## src/rtl/alu_pipe_if.sv

```systemverilog
`default_nettype none
// ============================================================================
// Module   : alu_pipe_if
// Brief    : Issue/result handshake bundle between operand issue, alu_pipe
//            and the result consumer.
// Revision : 1.0 - initial release
// ============================================================================
interface alu_pipe_if #(
    parameter int WIDTH = 8
);
    logic             in_valid;
    logic             in_ready;
    logic [WIDTH-1:0] a;
    logic [WIDTH-1:0] b;
    logic [3:0]       alu_sel;
    logic             out_valid;
    logic             out_ready;
    logic [WIDTH-1:0] alu_out;
    logic             carryout;
    logic             zero;
    logic             negative;
    logic             overflow;

    modport master (
        output in_valid, a, b, alu_sel, out_ready,
        input  in_ready, out_valid, alu_out, carryout, zero, negative, overflow
    );

    modport slave (
        input  in_valid, a, b, alu_sel, out_ready,
        output in_ready, out_valid, alu_out, carryout, zero, negative, overflow
    );
endinterface
`default_nettype wire

```

## src/rtl/alu_pipe.sv

```systemverilog
`default_nettype none
// ============================================================================
// Module   : alu_pipe
// Brief    : Registered ALU with valid/ready handshake, full flag set and a
//            multi-cycle shift-add multiplier.
// Revision : 1.0 - initial release
// ============================================================================
module alu_pipe #(
    parameter int WIDTH = 8,
    parameter int SHW   = $clog2(WIDTH)
) (
    input  wire logic   clk,
    input  wire logic   rst,
    alu_pipe_if.slave   bus
);
    localparam int CW = $clog2(WIDTH + 1);

    localparam logic [CW-1:0] c_CNT_INIT = CW'(WIDTH);
    localparam logic [CW-1:0] c_CNT_ONE  = CW'(1);

    localparam logic [3:0] c_OP_ADD = 4'b0000;
    localparam logic [3:0] c_OP_SUB = 4'b0001;
    localparam logic [3:0] c_OP_AND = 4'b0010;
    localparam logic [3:0] c_OP_XOR = 4'b0011;
    localparam logic [3:0] c_OP_OR  = 4'b0100;
    localparam logic [3:0] c_OP_SHL = 4'b0101;
    localparam logic [3:0] c_OP_SHR = 4'b0110;
    localparam logic [3:0] c_OP_SRA = 4'b0111;
    localparam logic [3:0] c_OP_MUL = 4'b1000;

    localparam logic [0:0] S_IDLE = 1'b0;
    localparam logic [0:0] S_MUL  = 1'b1;

    logic [0:0]         r_state;
    logic               r_out_valid;
    logic [WIDTH-1:0]   r_alu_out;
    logic               r_carry;
    logic               r_zero;
    logic               r_negative;
    logic               r_overflow;
    logic [2*WIDTH-1:0] r_mul_a;
    logic [WIDTH-1:0]   r_mul_b;
    logic [2*WIDTH-1:0] r_acc;
    logic [CW-1:0]      r_cnt;

    logic               w_in_ready;
    logic               w_accept;
    logic [WIDTH:0]     w_sum;
    logic [WIDTH-1:0]   w_diff;
    logic [SHW-1:0]     w_shamt;
    logic [WIDTH-1:0]   w_res;
    logic               w_carry;
    logic               w_ovf;
    logic [2*WIDTH-1:0] w_acc_next;

    assign w_in_ready = (r_state == S_IDLE) && (!r_out_valid || bus.out_ready);
    assign w_accept   = bus.in_valid && w_in_ready;
    assign w_sum      = {1'b0, bus.a} + {1'b0, bus.b};
    assign w_diff     = bus.a - bus.b;
    assign w_shamt    = bus.b[SHW-1:0];
    // Final partial product is folded in on the same edge the result loads.
    assign w_acc_next = r_acc + (r_mul_b[0] ? r_mul_a : '0);

    always_comb begin
        w_res   = w_diff;
        w_carry = (bus.a < bus.b);
        w_ovf   = (bus.a[WIDTH-1] != bus.b[WIDTH-1]) && (w_diff[WIDTH-1] != bus.a[WIDTH-1]);
        case (bus.alu_sel)
            c_OP_ADD: begin
                w_res   = w_sum[WIDTH-1:0];
                w_carry = w_sum[WIDTH];
                w_ovf   = (bus.a[WIDTH-1] == bus.b[WIDTH-1]) && (w_sum[WIDTH-1] != bus.a[WIDTH-1]);
            end
            c_OP_SUB: ;
            c_OP_AND: begin w_res = bus.a & bus.b; w_carry = 1'b0; w_ovf = 1'b0; end
            c_OP_XOR: begin w_res = bus.a ^ bus.b; w_carry = 1'b0; w_ovf = 1'b0; end
            c_OP_OR:  begin w_res = bus.a | bus.b; w_carry = 1'b0; w_ovf = 1'b0; end
            c_OP_SHL: begin w_res = bus.a << w_shamt; w_carry = 1'b0; w_ovf = 1'b0; end
            c_OP_SHR: begin w_res = bus.a >> w_shamt; w_carry = 1'b0; w_ovf = 1'b0; end
            c_OP_SRA: begin
                w_res   = $signed(bus.a) >>> w_shamt;
                w_carry = 1'b0;
                w_ovf   = 1'b0;
            end
            c_OP_MUL: begin w_res = '0; w_carry = 1'b0; w_ovf = 1'b0; end
            default: ;
        endcase
    end

    always_ff @(posedge clk) begin
        if (rst) begin
            r_state     <= S_IDLE;
            r_out_valid <= 1'b0;
            r_alu_out   <= '0;
            r_carry     <= 1'b0;
            r_zero      <= 1'b0;
            r_negative  <= 1'b0;
            r_overflow  <= 1'b0;
            r_mul_a     <= '0;
            r_mul_b     <= '0;
            r_acc       <= '0;
            r_cnt       <= '0;
        end else begin
            if (r_out_valid && bus.out_ready) begin
                r_out_valid <= 1'b0;
            end
            case (r_state)
                S_IDLE: begin
                    if (w_accept) begin
                        if (bus.alu_sel == c_OP_MUL) begin
                            r_mul_a <= {{WIDTH{1'b0}}, bus.a};
                            r_mul_b <= bus.b;
                            r_acc   <= '0;
                            r_cnt   <= c_CNT_INIT;
                            r_state <= S_MUL;
                        end else begin
                            r_alu_out   <= w_res;
                            r_carry     <= w_carry;
                            r_overflow  <= w_ovf;
                            r_zero      <= (w_res == '0);
                            r_negative  <= w_res[WIDTH-1];
                            r_out_valid <= 1'b1;
                        end
                    end
                end
                S_MUL: begin
                    r_acc   <= w_acc_next;
                    r_mul_a <= r_mul_a << 1;
                    r_mul_b <= r_mul_b >> 1;
                    r_cnt   <= r_cnt - c_CNT_ONE;
                    if (r_cnt == c_CNT_ONE) begin
                        r_alu_out   <= w_acc_next[WIDTH-1:0];
                        r_carry     <= |w_acc_next[2*WIDTH-1:WIDTH];
                        r_overflow  <= 1'b0;
                        r_zero      <= (w_acc_next[WIDTH-1:0] == '0);
                        r_negative  <= w_acc_next[WIDTH-1];
                        r_out_valid <= 1'b1;
                        r_state     <= S_IDLE;
                    end
                end
                default: r_state <= S_IDLE;
            endcase
        end
    end

    assign bus.in_ready  = w_in_ready;
    assign bus.out_valid = r_out_valid;
    assign bus.alu_out   = r_alu_out;
    assign bus.carryout  = r_carry;
    assign bus.zero      = r_zero;
    assign bus.negative  = r_negative;
    assign bus.overflow  = r_overflow;
endmodule
`default_nettype wire

```

## src/flat_wrapper.sv

```systemverilog
// flat-port wrapper written by rule: the top's interface ports become plain ports
module alu_pipe_flat 
#(
    parameter int WIDTH = 8,
    parameter int SHW   = $clog2(WIDTH)
)
  (clk, rst, bus_in_valid, bus_a, bus_b, bus_alu_sel, bus_out_ready, bus_in_ready, bus_out_valid, bus_alu_out, bus_carryout, bus_zero, bus_negative, bus_overflow);
  alu_pipe_if #(.WIDTH(WIDTH)) bus_i ();
  input  wire logic clk;
  input  wire logic rst;
  input wire logic [$bits(bus_i.in_valid)-1:0] bus_in_valid;
  input wire logic [$bits(bus_i.a)-1:0] bus_a;
  input wire logic [$bits(bus_i.b)-1:0] bus_b;
  input wire logic [$bits(bus_i.alu_sel)-1:0] bus_alu_sel;
  input wire logic [$bits(bus_i.out_ready)-1:0] bus_out_ready;
  output wire logic [$bits(bus_i.in_ready)-1:0] bus_in_ready;
  output wire logic [$bits(bus_i.out_valid)-1:0] bus_out_valid;
  output wire logic [$bits(bus_i.alu_out)-1:0] bus_alu_out;
  output wire logic [$bits(bus_i.carryout)-1:0] bus_carryout;
  output wire logic [$bits(bus_i.zero)-1:0] bus_zero;
  output wire logic [$bits(bus_i.negative)-1:0] bus_negative;
  output wire logic [$bits(bus_i.overflow)-1:0] bus_overflow;
  assign bus_i.in_valid = bus_in_valid;
  assign bus_i.a = bus_a;
  assign bus_i.b = bus_b;
  assign bus_i.alu_sel = bus_alu_sel;
  assign bus_i.out_ready = bus_out_ready;
  assign bus_in_ready = bus_i.in_ready;
  assign bus_out_valid = bus_i.out_valid;
  assign bus_alu_out = bus_i.alu_out;
  assign bus_carryout = bus_i.carryout;
  assign bus_zero = bus_i.zero;
  assign bus_negative = bus_i.negative;
  assign bus_overflow = bus_i.overflow;
  alu_pipe #(.WIDTH(WIDTH), .SHW(SHW)) u_core (.clk(clk), .rst(rst), .bus(bus_i));
endmodule
```

## config.mk

```make
export PLATFORM = sky130hd
export DESIGN_NAME = alu_pipe_flat
export DESIGN_NICKNAME = d
export VERILOG_FILES = /design/src/rtl/alu_pipe_if.sv /design/src/rtl/alu_pipe.sv /design/src/flat_wrapper.sv
export SDC_FILE = /design/constraint.sdc
export NUM_CORES = 1
export LEC_CHECK = 0
export ABC_AREA = 1
export CAP_MARGIN = 20
export CORE_AREA = 2 2 97 99
export DETAILED_ROUTE_END_ITERATION = 16
export DIE_AREA = 0 0 99 101
export PLACE_DENSITY = 0.79
export SKIP_CTS_REPAIR_TIMING = 1
export SKIP_LAST_GASP = 1
export SYNTH_ARGS = -nofsm -noshare
export SYNTH_HDL_FRONTEND = slang
export SYNTH_SLANG_ARGS = --single-unit
```

## constraint.sdc

```tcl
create_clock -name clk -period 2.7 [get_ports clk]
set_input_delay 0.54 -clock clk [delete_from_list [all_inputs] [get_ports clk]]
set_output_delay 0.54 -clock clk [all_outputs]
set_load 0.1 [all_outputs]
```

# Word-level counts from Yosys, hierarchy flattened
# Cells that the tools add are included.
[totals] regBits=58 latch_bits=0 ram_bits=0 romBits=0 in_bits=24 out_inout_bits=14 wordCells=98 memories=0
[classes] add_sub_neg=4 n_mul=0 div_mod_pow=0 magnitude_cmp=1 n_eq_ne=16 shifts=3 n_mux=45 bitwise=4 reduce_logical=14
[ops] cell="$mux W16" n=5
[ops] cell="$pmux W16 S2" n=2
[ops] cell="$pmux W8 S8" n=1
[ops] cell="$mux W8" n=5
[ops] cell="$pmux W8 S2" n=2
[ops] cell="$mux W1" n=19
[ops] cell="$add A16 B16 Y16" n=1
[ops] cell="$eq A4 B3 Y1 const B" n=4
[ops] cell="$logic_not A8 Y1" n=2
[ops] cell="$pmux W1 S2" n=8
[ops] cell="$add A8 B8 Y9" n=1
[ops] cell="$and A8 B8 Y8" n=1
[ops] cell="$eq A4 B2 Y1 const B" n=2
[ops] cell="$lt A8 B8 Y1" n=1
[ops] cell="$mux W4" n=2
[ops] cell="$or A8 B8 Y8" n=1
[ops] cell="$pmux W4 S2" n=1
[ops] cell="$reduce_or A8 Y1" n=1
[ops] cell="$shl A8 B3 Y8" n=1
[ops] cell="$shr A8 B3 Y8" n=1
[ops] cell="$sshr A8 B3 Y8" n=1
[ops] cell="$sub A8 B8 Y8" n=1
[ops] cell="$xor A8 B8 Y8" n=1
[ops] cell="$ne A2 B2 Y1 const B" n=3
[ops] cell="other kinds (14)" n=20

# Depth between registers and ports, before layout
[logic_depth] ltp_word=7 depth_mapped=19 depth_no_buf=17

# Worst setup path after synthesis
# Ideal clock, no wire load.
[synth_path] path_type="register -> register" from="register u_core.r_out_valid (netlist: u_core.bus.out_valid)" to="register u_core.r_mul_a[1]" setup_ns=0.123 arrival_ns=2.724 t_required_ns=2.577 slack_ns=-0.146 path_stages_with_launch=11 n_path_buf=2 synth_period_minus_slack_ns=2.846 cell_sequence="dfxtp_1 inv_1 nor2_1 nor2_2 nand2_1 nor4_4 nor2_4 inv_2 buf_4 buf_4 a31oi_1"
[synth_via] elab_chain_cells=6
[synth_rtl] item="start, declared" line_no="alu_pipe.sv:35" rtl="logic r_out_valid;"
[synth_rtl] item="start signal, assigned" line_no="alu_pipe.sv:93" rtl="r_out_valid <= 1'b0;"
[synth_rtl] item="start signal, assigned" line_no="alu_pipe.sv:105" rtl="r_out_valid <= 1'b0;"
[synth_rtl] item="start signal, assigned" line_no="alu_pipe.sv:122" rtl="r_out_valid <= 1'b1;"
[synth_rtl] item="$logic_not A1 Y1" line_no="alu_pipe.sv:56" rtl="assign w_in_ready = (r_state == S_IDLE) && (!r_out_valid || bus.out_ready);"
[synth_rtl] item="$logic_or A1 B1 Y1" line_no="alu_pipe.sv:56"
[synth_rtl] item="$logic_and A1 B1 Y1" line_no="alu_pipe.sv:56"
[synth_rtl] item="named net bus_in_ready" line_no="flat_wrapper.sv:16" rtl="output wire logic [$bits(bus_i.in_ready)-1:0] bus_in_ready;"
[synth_rtl] item="$logic_and A1 B1 Y1" line_no="alu_pipe.sv:57" rtl="assign w_accept = bus.in_valid && w_in_ready;"
[synth_rtl] item="$ne A2 B1 Y1 (no source line)"
[synth_rtl] item="$reduce_and A2 Y1 (no source line)"
[synth_rtl] item="end signal, assigned" line_no="alu_pipe.sv:111" rtl="r_mul_a <= {{WIDTH{1'b0}}, bus.a};"
[synth_rtl] item="end signal, assigned" line_no="alu_pipe.sv:128" rtl="r_mul_a <= r_mul_a << 1;"
[synth_rtl] item="end, declared" line_no="alu_pipe.sv:41" rtl="logic [2*WIDTH-1:0] r_mul_a;"
# The timed path passes the listed nets, and every way through them passes these cells.
# A chain may end at the register's enable or synchronous reset.

# Worst setup path after layout
[layout_path] from="register u_core.r_mul_b[0]" to="register u_core.r_carry (netlist: u_core.bus.carryout)"
[layout_via] elab_chain_cells=5
[layout_rtl] item="start, declared" line_no="alu_pipe.sv:42" rtl="logic [WIDTH-1:0] r_mul_b;"
[layout_rtl] item="start signal, assigned" line_no="alu_pipe.sv:112" rtl="r_mul_b <= bus.b;"
[layout_rtl] item="start signal, assigned" line_no="alu_pipe.sv:129" rtl="r_mul_b <= r_mul_b >> 1;"
[layout_rtl] item="$mux W16" line_no="alu_pipe.sv:62" rtl="assign w_acc_next = r_acc + (r_mul_b[0] ? r_mul_a : '0);"
[layout_rtl] item="$add A16 B16 Y16" line_no="alu_pipe.sv:62"
[layout_rtl] item="$reduce_or A8 Y1" line_no="alu_pipe.sv:133" rtl="r_carry <= |w_acc_next[2*WIDTH-1:WIDTH];"
[layout_rtl] item="$mux W1" line_no="alu_pipe.sv:131" rtl="if (r_cnt == c_CNT_ONE) begin"
[layout_rtl] item="$pmux W1 S2" line_no="alu_pipe.sv:107" rtl="case (r_state)"
[layout_rtl] item="end signal, assigned" line_no="alu_pipe.sv:118" rtl="r_carry <= w_carry;"
[layout_rtl] item="end signal, assigned" line_no="alu_pipe.sv:133"
[layout_rtl] item="end, declared" line_no="alu_pipe.sv:37" rtl="logic r_carry;"
# Every way passes these cells. The select of a mux whose other input is x is not followed.

==> out/qor.csv <==
stage,metric,value,unit
run_status,status,finished clean,
floorplan,Initial Utilization,58.0,%
critical_path,slowest CP cell,dfxtp_2,
placement,DP Wirelength,13000,µm
floorplan,Die ar.,0.0100,mm²
sta,RSZ-0062 raised after global routing,false,
clock_tree,clk buf depth,2,
drt,DR DRC count,0,
finish,Final Net Count,1007,
sta,setup tns final,0,ns
sta,"Slew Viols, Final",0,
synth,Area contributors post-synth,"nand2_1, dfxtp_1, ha_1",
floorplan,core area,0.00898,mm²
critical_path,Worst Setup Path Type,reg2reg,
drt,via count,5928,
synth,Synth top area share,22.0,%
sta,Worst Tran Pin Value,0.782,ns
clock_tree,clock buffer count from CTS,9,
power_and_ir_drop,"Power, Total",2490,µW
synth,Main synth FF type,dfxtp_1,
clock_tree,htree depth,3,
drt,TritonRoute pass-1 iters,5,
critical_path,critical path arrival,2.81,ns
finish,fill count,826,
synth,Yosys top cell by area,nand2_1,
critical_path,most frequent CP cell,nand2_1,
sta,Clock Skew,0.00965,ns
placement,input/output buffers,37,
clock_tree,Sink Count,57,
finish,sequential cell area,0.00114,mm²
floorplan,FP Rows,35,
clock_tree,TritonCTS clock tree,done,
critical_path,CP peak stage delay,0.38,ns
synth,async set-or-reset flop fraction in the synthesized netlist,0,%
critical_path,Critical Path RT,2.92,ns
drt,drt via density,5.62,
run,Max Cap Viol,0,
drt,Routed WL per cell,15.8,µm
sta,Final min period,2.58,ns
critical_path,Critical Path End Type,flip-flop,
sta,f_max,387,MHz
synth,Post-synth top cells,"nand2_1, inv_1, nand3_1",
synth,post-synthesis sequential area ratio,21.9,%
finish,layout cells sized above 1,11.3,%
drt,post-route ant nets,0,
sta,Slew headroom,47.8,%
clock_tree,"CTS clk-pin slew, worst paths",0.07,ns
synth,yosys warns,0,
critical_path,R2R Setup Slk,0.12,ns
floorplan,I/O pin cnt,38,
power_and_ir_drop,maximum vdd ir drop,0.000222,V
global_route,grt total ovfl,0,
synth,"flops & latches, synth",57,
drt,total wire length,16600,µm
floorplan,Chip Width,99,µm
placement,gpl congestion,1.07,
global_route,initial antenna violation count,0,
sta,count of final setup violators,0,
synth,average size of a mapped cell,5.96,µm²
power_and_ir_drop,leak pwr,0.00315,µW
clock_tree,worst skew pair latency,0.34,ns
sta,"Hold Vio Cnt, Final",0,
global_route,largest net degree at the start of global routing,41,
critical_path,element type at the critical path start,flip-flop,
synth,Cells after Synth,873,
power_and_ir_drop,power per cell area,408,mW/mm²
finish,layout overhead on the synthesized area,17.3,%
critical_path,CP Max Fanout,12,
critical_path,CP Cell Sequence,buf_4 > nand2_1 > inv_1 > ha_1 > nand2_1 > nor3_1 > and2_1 > nand2_1 > nand3_1 > nand2_1 > nor2_1 > nand4_1 > nand2_1 > a21oi_1,
synth,Synth Cell Area,0.00520,mm²
synth,most frequent cell after synthesis,nand2_1,
clock_tree,Root Buffer,clkbuf_8,
floorplan,Die H,101,µm
synth,Post-Syn Nets,942,
finish,Multi-input gate area,0.00345,mm²
global_route,total track usage,33.9,%
global_route,first-pass GRT wire length,27300,µm
sta,fin crit share,95.7,%
min_path,Hold Crit Class,reg2reg,
finish,ant diodes,0,
synth,Netlist cell types,37,
drt,initial drt markers,332,
synth,"EDFF count, synth",0,
global_route,vias in the first global route,5818,
-- flip-flops by register name (all words and copies together) (netlist names) --
signal / count
u_core.r_acc: 16
u_core.r_mul_a: 16
u_core.bus.overflow: 1
u_core.bus.alu_out: 7
u_core.r_mul_b: 8
u_core.r_state: 1
u_core.bus.carryout: 1
u_core.bus.zero: 1
u_core.bus.negative: 1
u_core.r_cnt: 4
u_core.bus.out_valid: 1
-- worst max-delay path, delay by kind of cell (launching register included) --
| family | cells | cell delay, ns |
|---|---|---|
| adder cells (fa/ha/maj) | 1 | 0.37 |
| flip-flops | 1 | 0.38 |
| buffers and inverters | 2 | 0.21 |
| AO/OA/AOI/OAI | 1 | 0.07 |
| AND/OR/NAND/NOR | 10 | 1.43 |
-- power by group --
| group | switching [µW] | internal [µW] |
|---|---|---|
| clock network | 343 | 500 |
| registers | 20.1 | 870 |
| logic | 508 | 249 |
-- cells by family (layout without fill, tap and decap cells) --
family                     Yosys count  count (layout)  synth area share [%]
DFF                                 57              57                  21.9
AOI/OAI and AO/OA                  127             127                  13.3
buffers and inverters              146             216                  11.9
xor gates and xnor gates            10              10                  1.68
adders and majority gates           45              45                  11.2
and+or+nand+nor                    488             488                  39.9
-- final cells by class --
class / instances / share of cell area, %
inverters: 112 / 6.91
multi-input cells: 670 / 56.6
flip-flops and latches: 57 / 18.7
clock inverters: 4 / 0.820
clock buffers: 12 / 2.71
repair buffers: 88 / 12.0
well taps: 111 / 2.28
-- path summary, 6_finish.rpt --
| kind | start | depth (start not counted) | endpoint |
|---|---|---|---|
| max | u_core.r_mul_b[0] | 14 | u_core.bus.carryout |
| min | u_core.r_acc[11] | 2 | u_core.r_acc[11] |
| max reg2reg | u_core.r_mul_b[0] | 14 | u_core.bus.carryout |
| min reg2reg | u_core.r_acc[11] | 2 | u_core.r_acc[11] |
-- stage by stage --
step                      utilization [%]  hold WS [ns]  area [µm²]  instances  setup WS [ns]
after CTS                            67.9         0.471        6090       1054          0.212
after global placement               65.5         0.450        5880       1038        -0.0667
after floorplan                         -         0.441        5210        873          0.210
after global routing                 68.0         0.494        6100       1054        0.00302
final                                68.0         0.470        6100       1054          0.116
after detailed placement             65.5         0.461        5880       1038         -0.125
-- per-layer routing --
layer  vias to the layer above  GRT usage (%)  part of all wire (%)
met3                        61           3.26                   5.7
met2                       245           61.4                    50
met5                         -              0                     0
met4                         0           19.1                   5.6
li1                       2934              -                     -
met1                      2688           39.1                    39
-- placed cells by master (no fill, tap or decap), types with 3 or more instances in the layout --
cell	instances
ha_1	40
clkdlybuf4s50_1	23
nor2_4	4
dfxtp_1	56
clkbuf_8	12
o21ai_0	39
o211ai_1	6
nand3_1	87
nor2_1	53
nor3_1	9
buf_4	64
nor2_2	3
a21oi_1	52
xor2_1	7
or2_2	5
nand2_1	305
inv_1	106
inv_2	4
nand4_1	14
xnor2_1	3
a31oi_1	25
Note: power is estimated with default switching activity, not from simulation.
